===== src/rtl/compound_accum_types.sv =====
// compound_accum_types: FSM states and saturation limits for compound_accum.
//   DATA_W                 - accumulator / operand width
//   CompoundAccum_SECTIONS - st_recv (accepting b_in), st_send (holding a response)
//   ACC_MAX / ACC_MIN      - signed 32-bit clamp values
package compound_accum_types;

   localparam int DATA_W = 32;

   localparam logic signed [DATA_W-1:0] ACC_MAX = 32'sh7FFF_FFFF;
   localparam logic signed [DATA_W-1:0] ACC_MIN = 32'sh8000_0000;

   typedef enum logic [0:0] {
      st_recv = 1'b0,
      st_send = 1'b1
   } CompoundAccum_SECTIONS;

endpackage : compound_accum_types


===== src/rtl/testbasic16_types.sv =====
// testbasic16_types: record types shared by the basic16 producer stage and
// its downstream consumers.
//   CompoundMode - record direction (read / write)
//   CompoundType - {mode, x (32-bit signed), y (bool)}
package testbasic16_types;

   typedef enum logic {
      MODE_READ  = 1'b0,
      MODE_WRITE = 1'b1
   } CompoundMode;

   typedef struct packed {
      CompoundMode       mode;
      logic signed [31:0] x;
      logic              y;
   } CompoundType;

endpackage : testbasic16_types


===== src/rtl/compound_accum_alu.sv =====
// compound_accum_alu: combinational add/subtract of x into the accumulator,
// with overflow detection and optional clamping.
// Ports:
//   acc  (in)  current accumulator value, signed 32-bit
//   x    (in)  operand, signed 32-bit
//   sub  (in)  1 = acc - x, 0 = acc + x
//   nxt  (out) next accumulator value (wrapped or clamped per SATURATE)
//   ovf  (out) 1 when the exact result does not fit in 32 bits
// Parameter SATURATE: 0 = two's-complement wrap, 1 = clamp to ACC_MAX/ACC_MIN.
module compound_accum_alu
   import compound_accum_types::*;
#(
   parameter bit SATURATE = 1'b0
) (
   input  logic signed [DATA_W-1:0] acc,
   input  logic signed [DATA_W-1:0] x,
   input  logic                     sub,
   output logic signed [DATA_W-1:0] nxt,
   output logic                     ovf
);

   logic signed [DATA_W:0] acc_ext;
   logic signed [DATA_W:0] x_ext;
   logic signed [DATA_W:0] sum_ext;

   // Choose between the wrapped low bits and the clamp limit. The sign of
   // the exact (33-bit) result tells which way the overflow went.
   function automatic logic signed [DATA_W-1:0] sat_sel(
      input logic signed [DATA_W:0] full,
      input logic                   overflow,
      input bit                     clamp
   );
      logic signed [DATA_W-1:0] res;
      res = full[DATA_W-1:0];
      if (clamp && overflow) begin
         res = full[DATA_W] ? ACC_MIN : ACC_MAX;
      end
      return res;
   endfunction

   always_comb begin
      acc_ext = {acc[DATA_W-1], acc};
      x_ext   = {x[DATA_W-1], x};
      sum_ext = sub ? (acc_ext - x_ext) : (acc_ext + x_ext);
      // A 33-bit result that fits in 32 bits has its top two bits equal.
      ovf     = sum_ext[DATA_W] ^ sum_ext[DATA_W-1];
      nxt     = sat_sel(sum_ext, ovf, SATURATE);
   end

endmodule : compound_accum_alu


===== src/rtl/compound_accum.sv =====
// compound_accum: consumes CompoundType records. Write records add (y=0) or
// subtract (y=1) x into a signed 32-bit accumulator; read records return
// {read, acc, acc==0} on result_out. Both ports use the sync/notify blocking
// handshake: a transfer happens on an edge where sync and notify are both 1.
// Ports:
//   clk, rst          - clock, synchronous active-high reset
//   b_in              - input record
//   b_in_sync         - upstream has valid data
//   b_in_notify       - this block can accept b_in (registered)
//   result_out        - response record (registered, stable until taken)
//   result_out_sync   - downstream ready for result_out
//   result_out_notify - result_out is valid (registered)
//   op_count          - accepted b_in records, saturating at 16'hFFFF
// Parameter SATURATE: 0 = wrap on overflow, 1 = clamp.
module compound_accum
   import testbasic16_types::*;
   import compound_accum_types::*;
#(
   parameter bit SATURATE = 1'b0
) (
   input  logic        clk,
   input  logic        rst,
   input  CompoundType b_in,
   input  logic        b_in_sync,
   output logic        b_in_notify,
   output CompoundType result_out,
   input  logic        result_out_sync,
   output logic        result_out_notify,
   output logic [15:0] op_count
);

   CompoundAccum_SECTIONS state, state_nxt;

   logic signed [DATA_W-1:0] acc;
   logic signed [DATA_W-1:0] acc_nxt;
   logic signed [DATA_W-1:0] alu_nxt;
   logic                     alu_ovf;

   CompoundType  result_nxt;
   logic         b_in_notify_nxt;
   logic         result_out_notify_nxt;
   logic [15:0]  op_count_nxt;

   logic in_xfer;
   logic out_xfer;

   function automatic logic [15:0] count_sat_inc(input logic [15:0] cnt);
      return (cnt == 16'hFFFF) ? cnt : cnt + 16'd1;
   endfunction

   compound_accum_alu #(
      .SATURATE (SATURATE)
   ) u_alu (
      .acc (acc),
      .x   (b_in.x),
      .sub (b_in.y),
      .nxt (alu_nxt),
      .ovf (alu_ovf)
   );

   // Handshakes qualify on the registered notify flags, so nothing on the
   // input side can reach an output without passing through a register.
   assign in_xfer  = b_in_notify && b_in_sync;
   assign out_xfer = result_out_notify && result_out_sync;

   always_comb begin
      state_nxt             = state;
      acc_nxt               = acc;
      result_nxt            = result_out;
      b_in_notify_nxt       = b_in_notify;
      result_out_notify_nxt = result_out_notify;
      op_count_nxt          = op_count;

      case (state)
         st_recv: begin
            if (in_xfer) begin
               op_count_nxt = count_sat_inc(op_count);
               if (b_in.mode == MODE_WRITE) begin
                  acc_nxt = alu_nxt;
               end else begin
                  // acc already holds every earlier write, so a read right
                  // after a write sees that write.
                  result_nxt.mode       = MODE_READ;
                  result_nxt.x          = acc;
                  result_nxt.y          = (acc == '0);
                  b_in_notify_nxt       = 1'b0;
                  result_out_notify_nxt = 1'b1;
                  state_nxt             = st_send;
               end
            end
         end

         st_send: begin
            if (out_xfer) begin
               b_in_notify_nxt       = 1'b1;
               result_out_notify_nxt = 1'b0;
               state_nxt             = st_recv;
            end
         end

         default: begin
            state_nxt             = st_recv;
            b_in_notify_nxt       = 1'b1;
            result_out_notify_nxt = 1'b0;
         end
      endcase
   end

   // Register stage: every output and all state update here.
   always_ff @(posedge clk) begin
      if (rst) begin
         state             <= st_recv;
         acc               <= '0;
         op_count          <= '0;
         b_in_notify       <= 1'b1;
         result_out_notify <= 1'b0;
         result_out.mode   <= MODE_READ;
         result_out.x      <= '0;
         result_out.y      <= 1'b0;
      end else begin
         state             <= state_nxt;
         acc               <= acc_nxt;
         op_count          <= op_count_nxt;
         b_in_notify       <= b_in_notify_nxt;
         result_out_notify <= result_out_notify_nxt;
         result_out        <= result_nxt;
      end
   end

   // The overflow flag is only needed for the clamp decision inside the ALU.
   logic unused_ovf;
   assign unused_ovf = alu_ovf;

endmodule : compound_accum


===== config.mk =====
export PLATFORM = sky130hd
export DESIGN_NAME = compound_accum
export DESIGN_NICKNAME = d
export VERILOG_FILES = /design/src/rtl/compound_accum_types.sv /design/src/rtl/testbasic16_types.sv /design/src/rtl/compound_accum_alu.sv /design/src/rtl/compound_accum.sv
export SDC_FILE = /design/constraint.sdc
export NUM_CORES = 1
export LEC_CHECK = 0
export CAP_MARGIN = 10
export CELL_PAD_IN_SITES_DETAIL_PLACEMENT = 0
export CELL_PAD_IN_SITES_GLOBAL_PLACEMENT = 1
export CORE_ASPECT_RATIO = 0.6
export CORE_MARGIN = 2
export CORE_UTILIZATION = 39
export DETAILED_ROUTE_END_ITERATION = 7
export GPL_TIMING_DRIVEN = 0
export PLACE_DENSITY = 0.83
export RECOVER_POWER = 100
export SYNTH_ARGS = -nofsm -noshare
export SYNTH_HDL_FRONTEND = slang
export SYNTH_SLANG_ARGS = --single-unit

===== constraint.sdc =====
create_clock -name clk -period 4.1 [get_ports clk]
set_input_delay 0.615 -clock clk [delete_from_list [all_inputs] [get_ports clk]]
set_output_delay 0.615 -clock clk [all_outputs]
set_load 0.02 [all_outputs]

### Word-level counts from Yosys, hierarchy flattened

Index checks and enable logic that the tools add are counted.

| operators by class | value |
|---|---|
| shift operators | 0 |
| $add $sub $neg | 3 |
| bitwise operators | 3 |
| div/mod/pow operators | 0 |
| multiplexer cells | 13 |
| eq/ne operators | 4 |
| multiply operators | 0 |
| reduce and logical (&&, ||, !) cells | 7 |
| magnitude comparators | 0 |

Operators with widths:

| kind | number |
|---|---|
| 32-bit adder | 1 |
| 32-bit logical NOT | 1 |
| 32-bit 2-to-1 mux | 1 |
| 32-bit subtractor | 1 |
| 16-bit by 1-bit adder with 16-bit output, second input constant | 1 |
| 16-bit == test, second input constant | 1 |
| 3-bit AND reduction | 4 |
| 1-bit 2-to-1 mux | 9 |
| 1-bit case mux with 2 select lines | 3 |
| 2-bit inequality test, second input constant | 2 |
| 1-bit NOT | 3 |
| 1-bit logical AND | 2 |
| 2-bit by 1-bit inequality test with 1-bit output, second input constant | 1 |

| word-level totals | value |
|---|---|
| logic and storage cells | 37 |
| memories | 0 |
| memory bits (read-only) | 0 |
| bits in latches | 0 |
| bits in registers | 84 |
| bits in writable memories | 0 |

### Depth between registers and ports, before layout

| logic depth | value |
|---|---|
| depth after elaboration | 3 |
| depth in mapped cells | 15 |
| mapped depth without buffers | 14 |

### Hierarchy

From an unflattened synthesis, not the netlist that was laid out.

| unflattened totals | value |
|---|---|
| cells, all modules | 752 |
| area, all modules | 5617.9 um^2 |

Modules (own cells, without submodules):

| module | cells an instance | area an instance (um^2) | instances | seq. area each (um^2) |
|---|---|---|---|---|
| compound_accum | 415 | 3324.4 | 1 | 1681.6 |
| compound_accum_alu | 337 | 2293.4 | 1 | 0.0 |

### Least setup slack after synthesis

Ideal clock, no wire load.

| path | value |
|---|---|
| path type | input port to flip-flop |
| start | in b_in[25] in the netlist's numbering |
| end | reg acc[31] |
| path slack | 0.290 ns |
| setup time | 0.121 ns |
| arrival time | 3.689 ns |
| stages on the path | 13 |
| path buffers | 0 |
| cell sequence | or4_1 -> or2_2 -> nor3_1 -> a21oi_1 -> xnor2_1 -> ha_1 -> a21o_1 -> a21o_1 -> a211oi_1 -> o211ai_1 -> o221ai_1 -> mux2i_1 -> mux2_2 |

| between the ends | value |
|---|---|
| word-level cells in the longest chain between the ends | 2 |

RTL lines:

| what | line | RTL |
|---|---|---|
| from (decl) | compound_accum.sv:23 | `input CompoundType b_in,` |
| 32-bit adder / 32-bit subtractor (equally long branches) | compound_accum_alu.sv:44 | `sum_ext = sub ? (acc_ext - x_ext) : (acc_ext + x_ext);` |
| 32-bit 2-to-1 mux (*) | compound_accum_alu.sv:44 |  |
| to (signal assigned) | compound_accum.sv:122 | `acc <= acc_nxt;` |
| to (decl) | compound_accum.sv:34 | `logic signed [DATA_W-1:0] acc;` |

Mark *: on every way between the ends. The rest lies on a longest branch, timed or not.
A chain may end at the register's enable or synchronous reset.

### Worst setup path after layout

| path | value |
|---|---|
| start | in b_in[24] in the netlist's numbering |
| end | reg acc[31] |

Same word-level chain as after synthesis.

==> flow_summary_export.csv <==
group,metric,value,unit
final_layout,final_cell_mix,"nand2_1, a21oi_1, dfxtp_1, nor2_1, dlygate4sd3_1",
grt,grt-ovfl-total,0,
final_layout,fillers,1301,
grt,grt_antenna_before_repair,0,
sta,fmax,248,MHz
route,firstDrtPassIters,5,
critical_path,startpoint_type,"input pin",
power,power.static_leakage,0.00292,uW
clocking,clk_path_buf_depth,2,
grt,grtUsageTotal,25.0,%
job,cap_viol_max_count,0,
logic_synthesis,synth_cells,745,
critical_path,crit_fanout,3,
logic_synthesis,yosys.area.top_type,"dfxtp_1",
clocking,clock_sinks,84,
clocking,cts_hold_buf,0,
sta,period_needed,4.03,ns
clocking,cts_tree,"yes",
clocking,cts_root_buffer,"clkbuf_16",
logic_synthesis,synth-seq-cells,84,
logic_synthesis,syn_avg_cell_area,7.42,um^2
route,drc_errors,0,
sta,final_hold_viol_count,0,
power,power_density,336,mW/mm^2
route,vias,5898,
logic_synthesis,yosysTopAreaCellShare,30.4,%
die,core,0.0137,mm^2
critical_path,worstPathArrival,4.25,ns
route,ant_nets,0,
critical_path,crit_type,"in -> reg",
logic_synthesis,synth_edf_count,0,
route,wl_met1,9660,um
sta,setup_tns,0,ns
final_layout,diodes,0,
sta,finalSetupViolCount,0,
placement,gp_congestion,0.980,
final_layout,regArea,0.00168,mm^2
critical_path,endpoint_kind,"flop",
die,rows,33,
logic_synthesis,syn_area,0.00553,mm^2
route,first_iter_violations,442,
logic_synthesis,ys_seq_area_share,30.4,%
sta,rsz0062_at_grt,"yes",
logic_synthesis,ys.flop_type,"dfxtp_1",
critical_path,required,4.32,ns
route,avgRoutedWirePerCell,17.7,um
sta,maxSlewHeadroom,52.2,%
die,die_w,158,um
clocking,clkTransAtPathRegs,0.06,ns
sta,fin_worst_skew,0.00378,ns
logic_synthesis,synthTopCellsByArea,"dfxtp_1, nand2_1, a21oi_1",
grt,grt_pass1_wl,29100,um
sta,slew_violations,0,
hold_path,hold_start,"result_out[29]$_SDFFE_PP0P_",
clocking,numCtsBuffers,9,
logic_synthesis,syn_nets,817,
sta,period_share,98.3,%
final_layout,drive_gt1_share,9.01,%
power,p_total,2430,uW
power,vdd_drop_max,0.000282,V
sta,hold_ws,0.453,ns
final_layout,final_common_cell,"nand2_1",
placement,portBuffers,88,
grt,grt_pass1_vias,5433,
die,die-area,0.0152,mm^2
final_layout,area_delta_synth_final,30.8,%
route,highest_layer,"met4",
grt,grt_max_degree,14,
logic_synthesis,yosys_warnings,0,
placement,dpl.hpwl,14600,um
route,drt_wl_total,18500,um
clocking,clk-insertion-delay-late,0.34,ns
route,wl_met3,1820,um
outcome,outcome,"finished, final reports clean",
critical_path,r2r-start,"acc[0]$_SDFFE_PP0P_",
clocking,htreeDepth,3,
hold_path,hold_path.class,"reg -> reg",
logic_synthesis,synthArstFlopShare,0,%
final_layout,nets,923,
sta,tightest_slew,0.706,ns
die,die_y,96.2,um
die,io_pins,90,
route,viasPerCell,5.63,
die,initial_utilization,40.2,%
final_layout,multi_input_area,0.00387,mm^2
critical_path,crit_start,"b_in[24]",
route,dr_wl_met2,6810,um
logic_synthesis,synth_cell_types,59,
-- logic make-up after synthesis --
group	count (synthesis)	share of synthesized area, %
AND/OR/NAND/NOR	312	26.1
AO/OA/AOI/OAI	199	21.7
flip-flops	84	30.4
XOR/XNOR	62	9.82
buffers and inverters	49	3.39
adder cells (fa/ha/maj)	34	7.83
multiplexers	4	0.747
other	1	0.0678
-- final timing paths --
| check | to | slack [ns] | cells past startpoint |
|---|---|---|---|
| hold reg to reg | result_out[29]$_SDFFE_PP0P_ | 0.45 | 2 |
| setup reg to reg | acc[30]$_SDFFE_PP0P_ | 1.02 | 11 |
| hold / removal | result_out[29]$_SDFFE_PP0P_ | 0.45 | 2 |
| setup / recovery | acc[31]$_SDFFE_PP0P_ | 0.07 | 14 |
-- Yosys cell counts, drive strengths merged, types with 3 or more instances --
library cell and instances:
xnor2 42, a31oi 9, or3 6, xor2 20
dfxtp 84, buf 5, or2 3, o21bai 3
or4 4, o21ai 29, nor4 15, nand2 142
clkbuf 25, nor2 62, nor3 17, o21a 6
nor4b 3, nor2b 5, o211ai 4, nand3 17
and4 5, and2 10, ha 33, a21oi 104
o31ai 3, mux2i 3, a21o 12, nand4 11
and3 5, inv 19, a211oi 7, nand2b 3
-- cell type report --
cell class,instances,share of cell area [%]
clock buffers,10,3.16
flip-flops and latches,84,23.2
multi-input cells,612,53.5
well taps,192,3.32
repair buffers,100,13.7
plain buffers,25,1.37
inverters,19,0.986
clock inverters,5,0.744
-- through the flow --
stage / instances / utilization (%) / area, um^2 / setup WS [ns]
after floorplan: 745 / - / 5530 / 0.290
after CTS: 1045 / 51.6 / 7100 / -0.00703
after global placement: 1025 / 48.4 / 6650 / -1.13
after global routing: 1047 / 52.6 / 7230 / -0.0411
final: 1047 / 52.6 / 7230 / 0.0688
after detailed placement: 1025 / 48.4 / 6650 / -1.20
-- worst max-delay path, cell delays in order --
cell,delay (ns)
clkdlybuf4s15_1,0.25
or4_4,0.56
or2_4,0.26
nor3_4,0.17
a21oi_1,0.10
xnor2_1,0.27
ha_1,0.30
a21o_1,0.19
a21o_1,0.19
a211oi_2,0.26
o211ai_1,0.15
o221ai_2,0.24
mux2i_2,0.35
mux2_4,0.33
-- power by group --
group	total, uW	internal, uW	switching [uW]
Clock	791	466	325
Sequential	915	856	59.0
Combinational	723	289	434
Total	2430	1610	817
-- registers in the layout (all words and copies together), names as in the netlist --
signal and cells:
result_out 33, op_count 16, result_out_notify 1, b_in_notify 1
state 1, acc 32
-- routing by layer --
layer  global-route usage (%)  vias to the layer above
met1                     38.7                     2766
met5                        0                        -
met2                     33.5                      255
met3                     7.02                       16
met4                     4.85                        0
li1                         -                     2861
-- what timing repair did --
action | in CTS | in global routing
setup endpoints to repair | 8 | 15
buffers inserted | 6 | 6
pin swaps | 8 | 19
gates resized for setup | 39 | 36
No activity file was read; power rests on OpenSTA's default activity.
